## src/rtl/decod_scan_if.sv

```systemverilog
// Select handshake bundle for decod_scan.
//   A        : select index (N bits), driven by the master
//   in_valid : A is valid, driven by the master
//   in_ready : decoder can accept, driven by the slave (decoder)
interface decod_scan_if #(
  parameter int unsigned N = 2
);
  logic [N-1:0] A;
  logic         in_valid;
  logic         in_ready;

  modport master (
    output A,
    output in_valid,
    input  in_ready
  );

  modport slave (
    input  A,
    input  in_valid,
    output in_ready
  );
endinterface

```

## src/rtl/decod_scan.sv

```systemverilog
// decod_scan: registered N-to-2**N one-hot decoder with DIRECT and SCAN modes.
//   DIRECT: a select accepted over the bus handshake is decoded into Y one cycle later.
//   SCAN  : an internal counter walks the channels, holding each for DWELL enabled cycles,
//           pulsing wrap when the walk returns to the start.
// Ports:
//   clk, rst_n : clock, synchronous active-low reset
//   E          : enable; low forces Y to zero and freezes the scan
//   mode       : 0 = DIRECT, 1 = SCAN
//   bus        : A / in_valid / in_ready select handshake (slave side)
//   mask       : per-channel enable, present only when DECOD_MASK_EN is defined
//   Y          : registered one-hot (or all-zero) output
//   idx        : index of the current / last decoded channel
//   wrap       : one-cycle pulse on the cycle the scan first shows its wrapped channel
// Build option: define DECOD_MASK_EN to add the mask port; otherwise all channels enabled.
module decod_scan #(
  parameter int unsigned N     = 2,
  parameter int unsigned DWELL = 4
) (
  input  logic              clk,
  input  logic              rst_n,
  input  logic              E,
  input  logic              mode,
  decod_scan_if.slave       bus,
`ifdef DECOD_MASK_EN
  input  logic [2**N-1:0]   mask,
`endif
  output logic [2**N-1:0]   Y,
  output logic [N-1:0]      idx,
  output logic              wrap
);

  localparam int unsigned NCh = 2**N;
  localparam int unsigned DW  = (DWELL > 1) ? $clog2(DWELL) : 1;
  localparam logic [DW-1:0] DwellLast = DW'(DWELL - 1);

  logic [NCh-1:0] mask_w;
`ifdef DECOD_MASK_EN
  assign mask_w = mask;
`else
  assign mask_w = '1;
`endif

  logic [NCh-1:0] y_q, y_d;
  logic [N-1:0]   idx_q, idx_d;
  logic           wrap_q, wrap_d;
  logic [DW-1:0]  dwell_q, dwell_d;
  logic           mode_q;

  logic           accept;
  logic [N-1:0]   cand;
  logic [N-1:0]   next_idx;
  logic           next_found;
  logic [N-1:0]   low_idx;
  logic           any_en;

  function automatic logic [NCh-1:0] onehot(input logic [N-1:0] i);
    onehot    = '0;
    onehot[i] = 1'b1;
  endfunction

  assign bus.in_ready = ~mode;
  assign accept       = bus.in_valid & bus.in_ready & E;

  // Next enabled channel after idx_q, searching forward modulo NCh. Iterating k downwards
  // lets the nearest candidate win; k = NCh wraps back onto idx_q itself.
  always_comb begin
    cand       = idx_q;
    next_idx   = idx_q;
    next_found = 1'b0;
    for (int k = NCh; k >= 1; k--) begin
      cand = idx_q + k[N-1:0];
      if (mask_w[cand]) begin
        next_idx   = cand;
        next_found = 1'b1;
      end
    end
  end

  // Lowest enabled channel, used as the scan starting point.
  always_comb begin
    low_idx = '0;
    for (int i = NCh - 1; i >= 0; i--) begin
      if (mask_w[i]) begin
        low_idx = i[N-1:0];
      end
    end
  end

  assign any_en = |mask_w;

  always_comb begin
    y_d     = y_q;
    idx_d   = idx_q;
    wrap_d  = 1'b0;
    dwell_d = dwell_q;
    if (!mode) begin
      if (!E) begin
        y_d = '0;
      end else if (accept) begin
        idx_d = bus.A;
        y_d   = onehot(bus.A) & mask_w;
      end else if (mode_q) begin
        // Leaving SCAN with no new select: blank the output, keep idx.
        y_d = '0;
      end
    end else if (!mode_q) begin
      dwell_d = '0;
      if (any_en) begin
        idx_d = low_idx;
      end
      y_d = E ? (onehot(idx_d) & mask_w) : '0;
    end else if (E) begin
      if (dwell_q == DwellLast) begin
        dwell_d = '0;
        if (next_found) begin
          idx_d  = next_idx;
          wrap_d = (next_idx <= idx_q);
        end
      end else begin
        dwell_d = dwell_q + DW'(1);
      end
      y_d = onehot(idx_d) & mask_w;
    end else begin
      y_d = '0;
    end
  end

  always_ff @(posedge clk) begin
    if (!rst_n) begin
      y_q     <= '0;
      idx_q   <= '0;
      wrap_q  <= 1'b0;
      dwell_q <= '0;
      mode_q  <= 1'b0;
    end else begin
      y_q     <= y_d;
      idx_q   <= idx_d;
      wrap_q  <= wrap_d;
      dwell_q <= dwell_d;
      mode_q  <= mode;
    end
  end

  assign Y    = y_q;
  assign idx  = idx_q;
  assign wrap = wrap_q;

endmodule
```

## src/flat_wrapper.sv

```systemverilog
// flat-port wrapper written by rule: the top's interface ports become plain ports
module decod_scan_flat 
#(
  parameter int unsigned N     = 2,
  parameter int unsigned DWELL = 4
)
  (clk, rst_n, E, mode, Y, idx, wrap, bus_A, bus_in_valid, bus_in_ready);
  decod_scan_if #(.N(N)) bus_i ();
  input  logic clk;
  input  logic rst_n;
  input  logic E;
  input  logic mode;
  output logic [2**N-1:0] Y;
  output logic [N-1:0] idx;
  output logic wrap;
  input wire logic [$bits(bus_i.A)-1:0] bus_A;
  input wire logic [$bits(bus_i.in_valid)-1:0] bus_in_valid;
  output wire logic [$bits(bus_i.in_ready)-1:0] bus_in_ready;
  assign bus_i.A = bus_A;
  assign bus_i.in_valid = bus_in_valid;
  assign bus_in_ready = bus_i.in_ready;
  decod_scan #(.N(N), .DWELL(DWELL)) u_core (.clk(clk), .rst_n(rst_n), .E(E), .mode(mode), .bus(bus_i), .Y(Y), .idx(idx), .wrap(wrap));
endmodule
```

## config.mk

```make
export PLATFORM = sky130hd
export DESIGN_NAME = decod_scan_flat
export DESIGN_NICKNAME = d
export VERILOG_FILES = /design/src/rtl/decod_scan_if.sv /design/src/rtl/decod_scan.sv /design/src/flat_wrapper.sv
export SDC_FILE = /design/constraint.sdc
export NUM_CORES = 1
export LEC_CHECK = 0
export BUFFER_PORTS_ARGS = -buffer_cell sky130_fd_sc_hd__buf_2
export CAP_MARGIN = 40
export CORE_AREA = 2 2 39 41
export DETAILED_ROUTE_END_ITERATION = 6
export DIE_AREA = 0 0 41 43
export PLACE_DENSITY = 0.77
export SETUP_SLACK_MARGIN = 0.2
export SYNTH_ARGS = -nofsm -noshare
export SYNTH_HDL_FRONTEND = slang
export SYNTH_SLANG_ARGS = --single-unit
```

## constraint.sdc

```tcl
create_clock -name clk -period 1.3 [get_ports clk]
set_input_delay 0.13 -clock clk [delete_from_list [all_inputs] [get_ports clk]]
set_output_delay 0.13 -clock clk [all_outputs]
set_load 0.005 [all_outputs]
```

=== After elaboration in Yosys (flattened, before gate mapping) ===
Cells that the tools add are included.

* Logic and storage cells: 77
* Output and inout port bits: 8
* Bits in read-only memories: 0
* Input port bits: 7
* RAM bits: 0
* Memories kept: 0
* Register bits after elaboration: 10
* Latch bits: 0

* Magnitude comparators: 11
* Eq/ne operators: 3
* Divide/modulo/power cells: 0
* Shift operators: 0
* Multiplexer cells: 43
* Multipliers: 0
* Bitwise logic cells: 3
* Reductions and logical operators: 8
* $add $sub $neg: 4

{| class="wikitable"
|+ Operator list
! operator !! number
|-
| $mux 2 || 18
|-
| $mux 4 || 7
|-
| $lt 2x3->1 const B || 7
|-
| $mux 1 || 11
|-
| $bmux 1 s2 || 4
|-
| $demux 1 s2 || 3
|-
| $ge 2x1->1 const B || 3
|-
| $reduce_and 6->1 || 1
|-
| $add 2x1->2 const B || 2
|-
| $add 2x2->2 const B || 2
|-
| $ne 4x1->1 const B || 1
|-
| $reduce_bool 2->1 || 2
|-
| $logic_and 1x1->1 || 3
|-
| $reduce_and 3->1 || 1
|-
| $and 1x1->1 || 2
|-
| $eq 2x2->1 const B || 1
|-
| $le 2x2->1 || 1
|-
| $ne 2x2->1 const B || 1
|-
| $reduce_and 2->1 || 1
|-
| $not 1->1 || 1
|}

=== Longest topological paths before layout ===
* Depth after elaboration: 18
* Mapped depth: 5
* Gate-level depth less buffers: 4

=== Least setup slack after synthesis ===
Ideal clock, no wire load.

* Path type: flip-flop to flip-flop
* From: reg u_core.dwell_q[0]
* To: reg u_core.y_q[3], in the netlist u_core.Y[3]
* Path buffers: 1
* Required time: 1.240 ns
* Period minus slack after synthesis: 1.286 ns
* Setup slack: 0.014 ns
* Stages on the path, launching flop included: 6
* Library setup time: 0.060 ns
* Data arrival time: 1.226 ns
* Path through: dfxtp_1 ha_1 clkbuf_2 xor2_1 nor3b_1 o221a_1

* Cells in the longest elaborated chain, start to end: 12
* Elaborated cells on any way between the ends: 13
* Those cells by class: order compare: 2; eq/ne: 1; mux: 9; reduce/logical: 1

{| class="wikitable"
|+ Ends and longest elaborated chain
! element !! RTL line !! text
|-
| start: declaration || decod_scan.sv:46 || <nowiki>logic [DW-1:0] dwell_q, dwell_d;</nowiki>
|-
| start signal: assignment || decod_scan.sv:139 || <nowiki>dwell_q <= dwell_d;</nowiki>
|-
| $eq 2x2->1 * || decod_scan.sv:113 || <nowiki>if (dwell_q == DwellLast) begin</nowiki>
|-
| $mux 2 * || decod_scan.sv:113 ||
|-
| $mux 2 * || decod_scan.sv:112 || <nowiki>end else if (E) begin</nowiki>
|-
| $mux 2 * || decod_scan.sv:106 || <nowiki>end else if (!mode_q) begin</nowiki>
|-
| $mux 2 * || decod_scan.sv:96 || <nowiki>if (!mode) begin</nowiki>
|-
| $lt 2x3->1 (implied by the code) / $ge 2x1->1 (equally long branches) || decod_scan.sv:58 || <nowiki>onehot[i] = 1'b1;</nowiki>
|-
| $logic_and 1x1->1 (implied by the code) || decod_scan.sv:58 ||
|-
| $mux 1 (implied by the code) || decod_scan.sv:58 ||
|-
| $demux 1 s2 * || n/a ||
|-
| $mux 4 * || decod_scan.sv:112 ||
|-
| $mux 4 * || decod_scan.sv:106 ||
|-
| $mux 4 * || decod_scan.sv:96 ||
|-
| end signal: assignment || decod_scan.sv:136 || <nowiki>y_q <= y_d;</nowiki>
|-
| end: declaration || decod_scan.sv:43 || <nowiki>logic [NCh-1:0] y_q, y_d;</nowiki>
|}

Every way passes the cells marked *; elsewhere a longest branch is shown, timed or not. The select of a mux whose other input is x is not followed.
A chain may end at the register's enable or synchronous reset.

=== Final worst setup path ===
Ends and elaborated chain as after synthesis.

==> results.ini <==
[synth]
ys_ff_latch = 10
synthArstFlopShare = 0
seq_area_frac_synth = 0.353
synth_edf_count = 0
synth_fp_nets = 72
avgSynthCellArea_um2 = 9.00
syn_inst = 63
yosysWarningCount = 0
syn_area_um2 = 567
yosys_most_used_dff = dfxtp_1
ys_types = 34

[global_route]
grt_overflow = 0
antenna_found_initial = 0
grt_start_max_net_pins = 13
grt_pass1_vias = 543
grt_pass1_wl_um = 2380
groute.usage.overall = 0.201

[routing]
drtPass1Iterations = 4
wirelength_um = 1610
vias_per_cell = 5.82
drt_iter0_markers = 17
ant_nets = 0
avgRoutedWirePerCell_um = 16.0
drc_errors = 0
num_vias = 588

[power_and_ir_drop]
power.leakage_nw = 0.339
seq_power_share = 0.427
switching_share = 0.275
p_clk_frac = 0.370
p_int_mw = 0.569
irDropWorstVdd_v = 0.000814
p_switching_mw = 0.215
p_per_area_nw_per_um2 = 925
p_comb_frac = 0.203

[timing]
fmax_mhz = 794
period_share = 0.969
finalCriticalPeriod_ps = 1260
slew_headroom = 0.749
tns_ps = 0
hold_viol_final = 0
finalSetupViolCount = 0
drv_slew = 0
max_slew.worst_pin.slew_ps = 375
hold_slack_ps = 158
fin_skew_ps = 1.83
rsz0062_at_grt = true

[clock_network]
clkLatencyLatePin_ps = 270
root_buffer = clkbuf_4
numCtsBuffers = 3
clk_pin_slew_ps = 70
numClockSinks = 10
cts_tree = built
clk_path_buf_depth = 2
cts-htree-levels = 1

[final_layout]
fin_util = 0.612
area_delta_synth_final_pct = 49.4
fillers = 126
nets = 95
diodes = 0
drive_gt1_frac = 0.541

[placement]
io_buffers = 14
dpl.hpwl_um = 1000
gp_congestion = 0.839

[die]
die-height_um = 43
initial_core_util = 0.410
core-area_um2 = 1380
die_w_um = 41
die-area_um2 = 1760
io_pins = 15
num_rows = 14

[hold_path]
min_to = u_core.dwell_q[0]
hold_path_startpoint = rst_n
hold_depth = 2
holdCritPathClass = input pin to flip-flop

[setup_path]
r2r-end = u_core.Y[3]
critPathCaptureType = flip-flop
crit_fanout = 7
rr_startpoint = u_core.dwell_q[0]
r2r_slack_ps = 40
critPathKind = flip-flop to flip-flop
rr_worst_depth = 4
cp.required_ps = 1460
start_kind = flip-flop
arrival_ps = 1420

[run]
max_cap_viol_count = 0

[outcome]
status = completed

cell families after synthesis:
logic type,count (synthesis),share of synthesized area
buffers and inverters,7,0.0574
adder cells (fa/ha/maj),2,0.0441
multiplexers,1,0.0177
flip-flops,10,0.353
AO/OA/AOI/OAI,21,0.274
AND/OR/NAND/NOR,21,0.238
XOR/XNOR,1,0.0155
power groups by stage:
stage	registers, mW	logic (mW)	clock network (mW)
2_1_floorplan	0.343	0.0739	0
3_3_place_gp	0.345	0.114	0
3_5_place_dp	0.345	0.118	0
4_1_cts	0.334	0.125	0.293
5_1_grt	0.337	0.174	0.310
6_report	0.335	0.159	0.290
per-stage QoR:
| step | power, mW | cells | setup WS [ps] | area [um2] |
|---|---|---|---|---|
| after floorplan | 0.417 | 63 | 83.3 | 632 |
| after global placement | 0.459 | 92 | 70.9 | 711 |
| after detailed placement | 0.463 | 92 | 63.5 | 711 |
| after CTS | 0.752 | 98 | 69.3 | 767 |
| after global routing | 0.821 | 101 | -16.3 | 847 |
| final | 0.784 | 101 | 40.9 | 847 |
synth_stat cells, types with 2 or more instances:
master | number | area (um2)
inv_1 | 4 | 15.0
a21oi_1 | 5 | 25.0
nand3_1 | 3 | 15.0
a21o_1 | 2 | 15.0
ha_1 | 2 | 25.0
o221a_1 | 2 | 22.5
a31oi_1 | 3 | 18.8
nand3b_1 | 4 | 30.0
nor3_1 | 2 | 10.0
dfxtp_1 | 10 | 200
nor2_1 | 3 | 11.3
cells in the final DEF, fill, tap and decap left out, types with 3 or more instances in the layout:
cell and n:
dfxtp_1 5, clkbuf_4 3, nand3b_1 4, inv_1 3
dfxtp_2 3, a31oi_1 3, buf_2 14, a21oi_1 3
nor2_1 3, nand3_1 3, buf_4 5
worst max-delay path by stage:
stage | startpoint | end | cells past startpoint | slack [ps]
floorplan | u_core.dwell_q[0] | u_core.Y[3] | 5 | 80
global placement | u_core.mode_q | u_core.Y[0] | 3 | 70
detailed placement | u_core.mode_q | u_core.Y[3] | 2 | 60
CTS | u_core.mode_q | u_core.Y[3] | 2 | 70
global route | u_core.dwell_q[0] | u_core.Y[3] | 4 | -20
finish | u_core.dwell_q[0] | u_core.Y[3] | 4 | 40
critical path, stage by stage, from the launching register on:
cell     delay (ps)
dfxtp_2         360
ha_4            210
mux2i_4         290
nor3b_2          80
o221a_1         210
per-layer routing:
metal | up-vias | track usage | share of wire
li1 | 285 | - | -
met1 | 269 | 0.266 | 0.39
met2 | 32 | 0.303 | 0.52
met3 | 2 | 0.0785 | 0.087
met4 | 0 | 0.0400 | 0.0074
met5 | - | 0 | 0
sequential cells by signal, indices dropped and copies added, names as in the netlist:
| register | count |
|---|---|
| u_core.mode_q | 1 |
| u_core.dwell_q | 2 |
| u_core.idx | 2 |
| u_core.Y | 4 |
| u_core.wrap | 1 |
final cells by class:
class | count | area [um2] | share of cell area
clock buffers | 4 | 36.3 | 0.0428
inverters | 4 | 15.0 | 0.0177
multi-input cells | 46 | 425 | 0.502
flip-flops and latches | 10 | 211 | 0.250
well taps | 16 | 20.0 | 0.0236
repair buffers | 21 | 139 | 0.164
timing repair:
item / in CTS / in global routing
hold buffers: 0 / 0
setup buffers: 2 / 3
gates resized for setup: 2 / 11
endpoints found under the setup margin: 6 / 8
pin swaps: 1 / 10
No activity file was read; power rests on OpenSTA's default activity.
